==> src/rtl/mips_exec_core_pkg.sv <==
// Shared constants for the execute core: ALU operation codes, opcode and
// funct encodings, and the packed decoder control word.
package mips_exec_core_pkg;

  localparam logic [3:0] ALU_SLL  = 4'd0;
  localparam logic [3:0] ALU_SRA  = 4'd1;
  localparam logic [3:0] ALU_SRL  = 4'd2;
  localparam logic [3:0] ALU_MUL  = 4'd3;
  localparam logic [3:0] ALU_DIV  = 4'd4;
  localparam logic [3:0] ALU_ADD  = 4'd5;
  localparam logic [3:0] ALU_SUB  = 4'd6;
  localparam logic [3:0] ALU_AND  = 4'd7;
  localparam logic [3:0] ALU_OR   = 4'd8;
  localparam logic [3:0] ALU_XOR  = 4'd9;
  localparam logic [3:0] ALU_NOR  = 4'd10;
  localparam logic [3:0] ALU_SLT  = 4'd11;
  localparam logic [3:0] ALU_SLTU = 4'd12;

  localparam logic [5:0] OP_RTYPE = 6'h00;
  localparam logic [5:0] OP_J     = 6'h02;
  localparam logic [5:0] OP_JAL   = 6'h03;
  localparam logic [5:0] OP_BEQ   = 6'h04;
  localparam logic [5:0] OP_BNE   = 6'h05;
  localparam logic [5:0] OP_BLEZ  = 6'h06;
  localparam logic [5:0] OP_ADDI  = 6'h08;
  localparam logic [5:0] OP_ADDIU = 6'h09;
  localparam logic [5:0] OP_SLTI  = 6'h0A;
  localparam logic [5:0] OP_SLTIU = 6'h0B;
  localparam logic [5:0] OP_ANDI  = 6'h0C;
  localparam logic [5:0] OP_ORI   = 6'h0D;
  localparam logic [5:0] OP_XORI  = 6'h0E;
  localparam logic [5:0] OP_LUI   = 6'h0F;
  localparam logic [5:0] OP_COP0  = 6'h10;
  localparam logic [5:0] OP_LW    = 6'h23;
  localparam logic [5:0] OP_SH    = 6'h29;
  localparam logic [5:0] OP_SW    = 6'h2B;

  localparam logic [5:0] FN_SLL     = 6'h00;
  localparam logic [5:0] FN_SRL     = 6'h02;
  localparam logic [5:0] FN_SRA     = 6'h03;
  localparam logic [5:0] FN_SLLV    = 6'h04;
  localparam logic [5:0] FN_SRLV    = 6'h06;
  localparam logic [5:0] FN_SRAV    = 6'h07;
  localparam logic [5:0] FN_JR      = 6'h08;
  localparam logic [5:0] FN_SYSCALL = 6'h0C;
  localparam logic [5:0] FN_ERET    = 6'h18;
  localparam logic [5:0] FN_ADD     = 6'h20;
  localparam logic [5:0] FN_ADDU    = 6'h21;
  localparam logic [5:0] FN_SUB     = 6'h22;
  localparam logic [5:0] FN_SUBU    = 6'h23;
  localparam logic [5:0] FN_AND     = 6'h24;
  localparam logic [5:0] FN_OR      = 6'h25;
  localparam logic [5:0] FN_XOR     = 6'h26;
  localparam logic [5:0] FN_NOR     = 6'h27;
  localparam logic [5:0] FN_SLT     = 6'h2A;
  localparam logic [5:0] FN_SLTU    = 6'h2B;

  typedef struct packed {
    logic rf_dst;
    logic rf_we;
    logic branch;
    logic jump;
    logic mem_we;
    logic mem_to_reg;
    logic alu_src;
    logic shift;
    logic branch_eq;
    logic branch_leq;
    logic jump_reg;
    logic jal;
    logic usign;
    logic sys;
    logic shift_var;
    logic load_imm;
    logic store_half;
    logic exce_ret;
  } ctrl_t;

endpackage

==> src/rtl/mips_exec_core_alu.sv <==
// 32-bit combinational ALU with secondary result for MUL/DIV.
module mips_alu
  import mips_exec_core_pkg::*;
(
  input  logic [3:0]  op,
  input  logic [31:0] x,
  input  logic [31:0] y,
  output logic [31:0] r1,
  output logic [31:0] r2,
  output logic        eq,
  output logic        leq
);

  logic [63:0] prod;
  logic [4:0]  sh;

  // Operation select; r2 is only meaningful for MUL and DIV.
  always_comb begin
    prod = {32'b0, x} * {32'b0, y};
    sh   = y[4:0];
    r1   = '0;
    r2   = '0;
    case (op)
      ALU_SLL:  r1 = x << sh;
      ALU_SRA:  r1 = $signed(x) >>> sh;
      ALU_SRL:  r1 = x >> sh;
      ALU_MUL:  begin r1 = prod[31:0]; r2 = prod[63:32]; end
      ALU_DIV:  if (y != '0) begin r1 = x / y; r2 = x % y; end
      ALU_ADD:  r1 = x + y;
      ALU_SUB:  r1 = x - y;
      ALU_AND:  r1 = x & y;
      ALU_OR:   r1 = x | y;
      ALU_XOR:  r1 = x ^ y;
      ALU_NOR:  r1 = ~(x | y);
      ALU_SLT:  r1 = {31'b0, $signed(x) < $signed(y)};
      ALU_SLTU: r1 = {31'b0, x < y};
      default:  r1 = '0;
    endcase
  end

  assign eq  = (x == y);
  assign leq = ($signed(x) <= $signed(y));

endmodule

==> src/rtl/mips_exec_core_decoder.sv <==
// Main instruction decoder: opcode/funct to ALU op and control flags.
module mips_decoder
  import mips_exec_core_pkg::*;
(
  input  logic [5:0] op,
  input  logic [5:0] funct,
  output logic [3:0] aluop,
  output ctrl_t      ctrl
);

  logic r_alu;

  // Undefined encodings fall through with every flag clear (NOP).
  always_comb begin
    ctrl  = '0;
    aluop = ALU_ADD;
    r_alu = 1'b0;
    case (op)
      OP_RTYPE: begin
        case (funct)
          FN_SLL:  begin r_alu = 1'b1; ctrl.shift = 1'b1; aluop = ALU_SLL; end
          FN_SRA:  begin r_alu = 1'b1; ctrl.shift = 1'b1; aluop = ALU_SRA; end
          FN_SRL:  begin r_alu = 1'b1; ctrl.shift = 1'b1; aluop = ALU_SRL; end
          FN_SLLV: begin r_alu = 1'b1; ctrl.shift = 1'b1; ctrl.shift_var = 1'b1; aluop = ALU_SLL; end
          FN_SRAV: begin r_alu = 1'b1; ctrl.shift = 1'b1; ctrl.shift_var = 1'b1; aluop = ALU_SRA; end
          FN_SRLV: begin r_alu = 1'b1; ctrl.shift = 1'b1; ctrl.shift_var = 1'b1; aluop = ALU_SRL; end
          FN_ADD, FN_ADDU: begin r_alu = 1'b1; aluop = ALU_ADD; end
          FN_SUB, FN_SUBU: begin r_alu = 1'b1; aluop = ALU_SUB; end
          FN_AND:  begin r_alu = 1'b1; aluop = ALU_AND;  end
          FN_OR:   begin r_alu = 1'b1; aluop = ALU_OR;   end
          FN_XOR:  begin r_alu = 1'b1; aluop = ALU_XOR;  end
          FN_NOR:  begin r_alu = 1'b1; aluop = ALU_NOR;  end
          FN_SLT:  begin r_alu = 1'b1; aluop = ALU_SLT;  end
          FN_SLTU: begin r_alu = 1'b1; aluop = ALU_SLTU; end
          FN_JR:      ctrl.jump_reg = 1'b1;
          FN_SYSCALL: ctrl.sys      = 1'b1;
          default: ;
        endcase
        if (r_alu) begin
          ctrl.rf_dst = 1'b1;
          ctrl.rf_we  = 1'b1;
        end
      end
      OP_J:    ctrl.jump = 1'b1;
      OP_JAL:  begin ctrl.jump = 1'b1; ctrl.jal = 1'b1; ctrl.rf_we = 1'b1; end
      OP_BEQ:  begin ctrl.branch = 1'b1; ctrl.branch_eq = 1'b1; aluop = ALU_SUB; end
      OP_BNE:  begin ctrl.branch = 1'b1; aluop = ALU_SUB; end
      OP_BLEZ: begin ctrl.branch = 1'b1; ctrl.branch_leq = 1'b1; end
      OP_ADDI, OP_ADDIU: begin ctrl.alu_src = 1'b1; ctrl.rf_we = 1'b1; end
      OP_SLTI:  begin aluop = ALU_SLT;  ctrl.alu_src = 1'b1; ctrl.rf_we = 1'b1; end
      OP_SLTIU: begin aluop = ALU_SLTU; ctrl.alu_src = 1'b1; ctrl.rf_we = 1'b1; end
      OP_ANDI: begin aluop = ALU_AND; ctrl.alu_src = 1'b1; ctrl.usign = 1'b1; ctrl.rf_we = 1'b1; end
      OP_ORI:  begin aluop = ALU_OR;  ctrl.alu_src = 1'b1; ctrl.usign = 1'b1; ctrl.rf_we = 1'b1; end
      OP_XORI: begin aluop = ALU_XOR; ctrl.alu_src = 1'b1; ctrl.usign = 1'b1; ctrl.rf_we = 1'b1; end
      OP_LUI:  begin ctrl.load_imm = 1'b1; ctrl.rf_we = 1'b1; end
      OP_LW:   begin ctrl.alu_src = 1'b1; ctrl.mem_to_reg = 1'b1; ctrl.rf_we = 1'b1; end
      OP_SW:   begin ctrl.alu_src = 1'b1; ctrl.mem_we = 1'b1; end
      OP_SH:   begin ctrl.alu_src = 1'b1; ctrl.mem_we = 1'b1; ctrl.store_half = 1'b1; end
      OP_COP0: if (funct == FN_ERET) ctrl.exce_ret = 1'b1;
      default: ;
    endcase
  end

endmodule

==> src/rtl/mips_exec_core.sv <==
// Execute core top: decoder, ALU and the negedge exception-PC register.
module mips_exec_core
  import mips_exec_core_pkg::*;
(
  input  logic        clk,
  input  logic        rst_n,
  input  logic [5:0]  op,
  input  logic [5:0]  funct,
  input  logic [31:0] alu_x,
  input  logic [31:0] alu_y,
  input  logic [31:0] epc_d,
  input  logic        epc_we,
  output logic [3:0]  aluop,
  output logic        rf_dst,
  output logic        rf_we,
  output logic        branch,
  output logic        jump,
  output logic        mem_we,
  output logic        mem_to_reg,
  output logic        alu_src,
  output logic        shift,
  output logic        branch_eq,
  output logic        branch_leq,
  output logic        jump_reg,
  output logic        jal,
  output logic        usign,
  output logic        sys,
  output logic        shift_var,
  output logic        load_imm,
  output logic        store_half,
  output logic        exce_ret,
  output logic [31:0] alu_r1,
  output logic [31:0] alu_r2,
  output logic        alu_eq,
  output logic        alu_leq,
  output logic [31:0] epc
);

  ctrl_t ctrl;

  mips_decoder u_dec (
    .op    (op),
    .funct (funct),
    .aluop (aluop),
    .ctrl  (ctrl)
  );

  mips_alu u_alu (
    .op  (aluop),
    .x   (alu_x),
    .y   (alu_y),
    .r1  (alu_r1),
    .r2  (alu_r2),
    .eq  (alu_eq),
    .leq (alu_leq)
  );

  assign rf_dst     = ctrl.rf_dst;
  assign rf_we      = ctrl.rf_we;
  assign branch     = ctrl.branch;
  assign jump       = ctrl.jump;
  assign mem_we     = ctrl.mem_we;
  assign mem_to_reg = ctrl.mem_to_reg;
  assign alu_src    = ctrl.alu_src;
  assign shift      = ctrl.shift;
  assign branch_eq  = ctrl.branch_eq;
  assign branch_leq = ctrl.branch_leq;
  assign jump_reg   = ctrl.jump_reg;
  assign jal        = ctrl.jal;
  assign usign      = ctrl.usign;
  assign sys        = ctrl.sys;
  assign shift_var  = ctrl.shift_var;
  assign load_imm   = ctrl.load_imm;
  assign store_half = ctrl.store_half;
  assign exce_ret   = ctrl.exce_ret;

  // Falling-edge capture so the PC updated at the rising edge is saved in the same cycle.
  always_ff @(negedge clk or negedge rst_n) begin
    if (!rst_n)      epc <= '0;
    else if (epc_we) epc <= epc_d;
  end

endmodule

==> config.mk <==
export PLATFORM = sky130hd
export DESIGN_NAME = mips_exec_core
export DESIGN_NICKNAME = d
export VERILOG_FILES = /design/src/rtl/mips_exec_core_pkg.sv /design/src/rtl/mips_exec_core_alu.sv /design/src/rtl/mips_exec_core_decoder.sv /design/src/rtl/mips_exec_core.sv
export SDC_FILE = /design/constraint.sdc
export NUM_CORES = 2
export LEC_CHECK = 0
export BUFFER_PORTS_ARGS = -buffer_cell sky130_fd_sc_hd__buf_2
export CORE_UTILIZATION = 52
export DETAILED_ROUTE_END_ITERATION = 10
export GPL_TIMING_DRIVEN = 0
export PLACE_DENSITY = 0.8
export SLEW_MARGIN = 30
export SYNTH_ARGS = -nofsm -noshare
export SYNTH_HDL_FRONTEND = slang
export SYNTH_SLANG_ARGS = --single-unit
export TNS_END_PERCENT = 20
==> constraint.sdc <==
create_clock -name clk -period 6.2 [get_ports clk]
set_input_delay 0.93 -clock clk [delete_from_list [all_inputs] [get_ports clk]]
set_output_delay 0.93 -clock clk [all_outputs]
set_load 0.005 [all_outputs]
Word level (Yosys, flattened, before mapping)
Index checks and enable logic that the tools add are counted.
{ "op_classes": {"n_addsub": 2, "multipliers": 1, "div": 2, "order_cmp": 3, "eq_ne": 48, "shifts": 3, "mux": 31, "bitwise_logic": 4, "reduce_logical": 18} }
{ "ops": {"columns": ["operator", "n"], "rows": [
  ["case mux 32 bit (13 select lines)", 1],
  ["== test 6 bit, second input constant", 13],
  ["< comparator 32 bit", 2],
  ["multiplier 32 x 32 -> 64 bit", 1],
  ["two-way mux 32 bit", 2],
  ["case mux 32 bit (2 select lines)", 1],
  ["== test 6 x 4 -> 1 bit, second input constant", 10],
  ["case mux 4 bit (10 select lines)", 1],
  ["== test 6 x 3 -> 1 bit, second input constant", 6],
  ["adder 32 bit", 1],
  ["bitwise AND 32 bit", 1],
  ["divider 32 x 32 -> 32 bit", 1],
  ["== test 32 bit", 1],
  ["less-or-equal comparator 32 bit", 1],
  ["remainder unit 32 x 32 -> 32 bit", 1],
  ["NOT 32 bit", 1],
  ["OR 32 bit", 1],
  ["nonzero test 32 bit", 1],
  ["left shift 32 x 5 -> 32 bit", 1],
  [">> shifter 32 x 5 -> 32 bit", 1],
  [">>> shifter 32 x 5 -> 32 bit", 1],
  ["subtractor 32 bit", 1],
  ["bitwise XOR 32 bit", 1],
  ["case mux 4 bit (7 select lines)", 1],
  ["16 further kinds", 60]
]} }
{ "totals": {"regBits": 32, "out_inout_bits": 120, "wordCells": 113} }

Depth between registers and ports, before layout
{ "logic_depth": {"ltp_word": 6, "ltp_mapped": 21, "mapped_depth_nobuf": 17} }

Cells and area by module
Synthesis repeated with hierarchy kept, for this count alone.
{ "hier_totals": {"hier_cells": 9690, "area_unflattened_um2": 71738.8} }
{ "modules_own_cells": {"columns": ["module", "instances", "cells_each", "area_each_um2", "seq_area_each_um2"], "rows": [
  ["mips_alu", 1, 9531, 69820.7, 0.0],
  ["mips_exec_core", 1, 68, 1345.0, 800.8],
  ["mips_decoder", 1, 91, 573.0, 0.0]
]} }

==> impl_metrics.env <==
export IMPL_syn_area_um2=10500
export IMPL_cp_num_buf_inv=6
export IMPL_route_detailed_drc=0
export IMPL_final_fill_count=1836
export IMPL_start_util_pct=53.5
export IMPL_synth_cells=1632
export IMPL_required_ns=5.27
export IMPL_synth_edf_count=0
export IMPL_final_common_cell="buf_2"
export IMPL_die_w_um=144
export IMPL_cts_path_max_buffers=2
export IMPL_reg_largest_list="epc x32"
export IMPL_hold_class="reg2reg"
export IMPL_tightest_slew_ns=1.10
export IMPL_grt_pass1_wl_um=83900
export IMPL_cts_buffers=5
export IMPL_slowest_delay_ns=0.86
export IMPL_dieArea_um2=20700
export IMPL_dp_final_hpwl_um=44700
export IMPL_finalClockSkew_ns=0
export IMPL_grt_antenna_before_repair=4
export IMPL_regMostFlops="epc"
export IMPL_rows=51
export IMPL_final_nets=2080
export IMPL_wl_per_cell_um=27.1
export IMPL_io_pins=231
export IMPL_h_tree_depth=2
export IMPL_end_kind="output port"
export IMPL_areaGrowthSynthToFinish_pct=19.4
export IMPL_max_freq_ghz=0.156
export IMPL_placed_area_um2=11900
export IMPL_avgSynthCellArea_um2=6.43
export IMPL_cp_start_kind="input pin"
export IMPL_maxCapViolCount=0
export IMPL_finalWorstSetupSlack_ns=-0.194
export IMPL_worstSetupPathType="in2out"
export IMPL_drtAntennaViolNets=0
export IMPL_clk_latency_ns=0.30
export IMPL_grt_usage_pct=55.2
export IMPL_vias=15000
export IMPL_status="complete, but fails checks"
export IMPL_crit_family="compound AO/OA/AOI/OAI gates"
export IMPL_dpl_worst_slack_ns=-1.93
export IMPL_slowest_stage="a2111oi_1"
export IMPL_grt_pass1_vias=13800
export IMPL_synthArstFlopShare_pct=100
export IMPL_design_area_um2=12500
export IMPL_layout_drive_gt1_share_pct=19.8
export IMPL_power_density_nw_per_um2=136
export IMPL_synth_cell_type_count=72
export IMPL_core_area_um2=19600
export IMPL_drv_slew=0
export IMPL_die_h_um=144
export IMPL_largest_register_ffs=32
export IMPL_vdd_drop_max_v=0.000292
export IMPL_ys_ff_latch=32
export IMPL_arrival_ns=5.46
export IMPL_cts_sinks=32
export IMPL_r2r_slack_ns=5.37
export IMPL_setup_violations=4
export IMPL_path_cells="buf_2, clkbuf_8, clkbuf_1, clkbuf_1, buf_1, nor2_1, a21oi_1, o21ai_0, o21ai_0, o22ai_1, a2111oi_1, o21ai_0, buf_2"
export IMPL_grt_overflow_total=0
export IMPL_path_clk_slew_ns=0.04
export IMPL_finalCriticalPeriod_ns=6.39
export IMPL_portBuffers=193
export IMPL_yosys_warnings=0
export IMPL_place_congestion=1.23
export IMPL_synth_flop_cell="dfrtn_1"
export IMPL_yosysSeqAreaShare_pct=7.63
export IMPL_drt_iter0_markers=2600
export IMPL_mostFrequentLayoutCells="196 x buf_2, 172 x nor2_1, 159 x nand2_1"
export IMPL_grt_max_degree=33
export IMPL_layout_worst_path_cycle_share_pct=103
export IMPL_wl_um=57900
export IMPL_cts_tree="built"
export IMPL_firstDrtPassIters=9
export IMPL_cp_max_fo=10
export IMPL_crit_top_cell="o21ai_0"
export IMPL_p_leak_uw=0.00572
export IMPL_slew_headroom_pct=26.1
export IMPL_vias_per_cell=7.03
export IMPL_violations="negative setup slack"
export IMPL_rsz0062_at_grt="true"
export IMPL_hold_viol_final=0
export IMPL_root_buffer="clkbuf_16"
==> cells by family after synthesis <==
group | count (synthesis) | synth area share (%)
AOI/OAI and AO/OA | 545 | 33.4
and+or+nand+nor | 499 | 21.3
buffers and inverters | 341 | 13.5
muxes | 108 | 11.5
adders and majority gates | 103 | 12.4
DFF | 32 | 7.63
xor gates and xnor gates | 3 | 0.251
other | 1 | 0.0357
==> power by group <==
| group | internal [uW] | switching, uW |
|---|---|---|
| Clock | 189 | 93.0 |
| Combinational | 414 | 760 |
| Sequential | 233 | 13.8 |
| Total | 835 | 867 |
==> per-layer routing <==
layer | GRT usage [%] | vias up | wire, um
li1 | - | 6221 | -
met5 | 2.26 | - | 90
met2 | 77.1 | 1531 | 22700
met3 | 21.4 | 474 | 9410
met4 | 46.1 | 8 | 5990
met1 | 65.9 | 6759 | 19700
==> metrics by stage <==
| step | utilization, % | hold slack, ns | power, uW | setup TNS (ns) | instances |
|---|---|---|---|---|---|
| 5_1_grt | 63.9 | 0.466 | 1760 | -0.318 | 2133 |
| 4_1_cts | 62.8 | 0.452 | 1590 | -0.0784 | 2129 |
| 3_3_place_gp | 60.8 | 0.445 | 1260 | -30.50 | 2121 |
| 6_report | 63.9 | 0.452 | 1700 | -0.372 | 2134 |
| 3_5_place_dp | 60.8 | 0.452 | 1270 | -29.54 | 2121 |
| 2_1_floorplan | - | 0.466 | 880 | 0 | 1663 |
==> layout make-up <==
type	count	area (um2)	share of cell area, %
antenna	2	5.00	0.0400
buffer	216	1020	8.14
clock buffer	5	125	0.999
clock inverter	3	42.5	0.340
inverter	117	454	3.63
multi-input combinational	1290	8690	69.4
sequential	32	801	6.39
tap	265	332	2.65
timing repair buffer	204	1050	8.41
==> cells in the mapped netlist, types with 5 or more instances <==
cell type  number  area (um2)
clkbuf_1      154         578
a22oi_1        14         105
a31oi_1         6        37.5
nand2b_1       17         106
a32oi_1         6        52.6
a21oi_1       132         661
dfrtn_1        32         801
a21boi_0        6        45.0
nand2_1       159         597
mux2_2         38         428
or3_1          15        93.8
o22ai_1        28         175
nor3_1         29         145
o31ai_1        11        82.6
a21o_1         15         113
and2_1          6        37.5
or2_2           8        50.1
clkinv_1       18        67.6
mux4_2          6         135
nor2b_1         9        56.3
o211ai_1       29         218
o221ai_1       16         140
buf_1          34         128
a221oi_1       20         175
o21bai_1       11        82.6
inv_1          94         353
nor2_1        177         664
o2111ai_1       7        61.3
nand3_1        27         135
ha_1          101        1260
nor4_1         13        81.3
buf_4          32         240
a211o_1        11        96.3
inv_2           5        18.8
a211oi_1       21         158
o21a_1          5        37.5
and3_1         11        68.8
mux2i_1        64         641
nand4_1        14        87.6
o21ai_0       155         776
a221o_1         9        90.1
==> timing repair <==
item,CTS,global route
resized for setup,61,46
endpoints found under the setup margin,32,23
pin swaps,7,9
hold buffers,0,0
setup buffers,5,6
==> path summary, 6_finish.rpt <==
check | to | startpoint | depth (start not counted)
worst max register to register | epc[0]$_DFFE_NN0P_ | epc[0]$_DFFE_NN0P_ | 1
worst max-delay path | alu_r1[17] | alu_y[1] | 13
worst min register to register | epc[19]$_DFFE_NN0P_ | epc[19]$_DFFE_NN0P_ | 1
worst min-delay path | epc[19]$_DFFE_NN0P_ | epc[19]$_DFFE_NN0P_ | 1
max in group asynchronous | epc[12]$_DFFE_NN0P_ | rst_n | 1
min in group asynchronous | epc[9]$_DFFE_NN0P_ | rst_n | 1
Power figures use the tool's default switching activity.
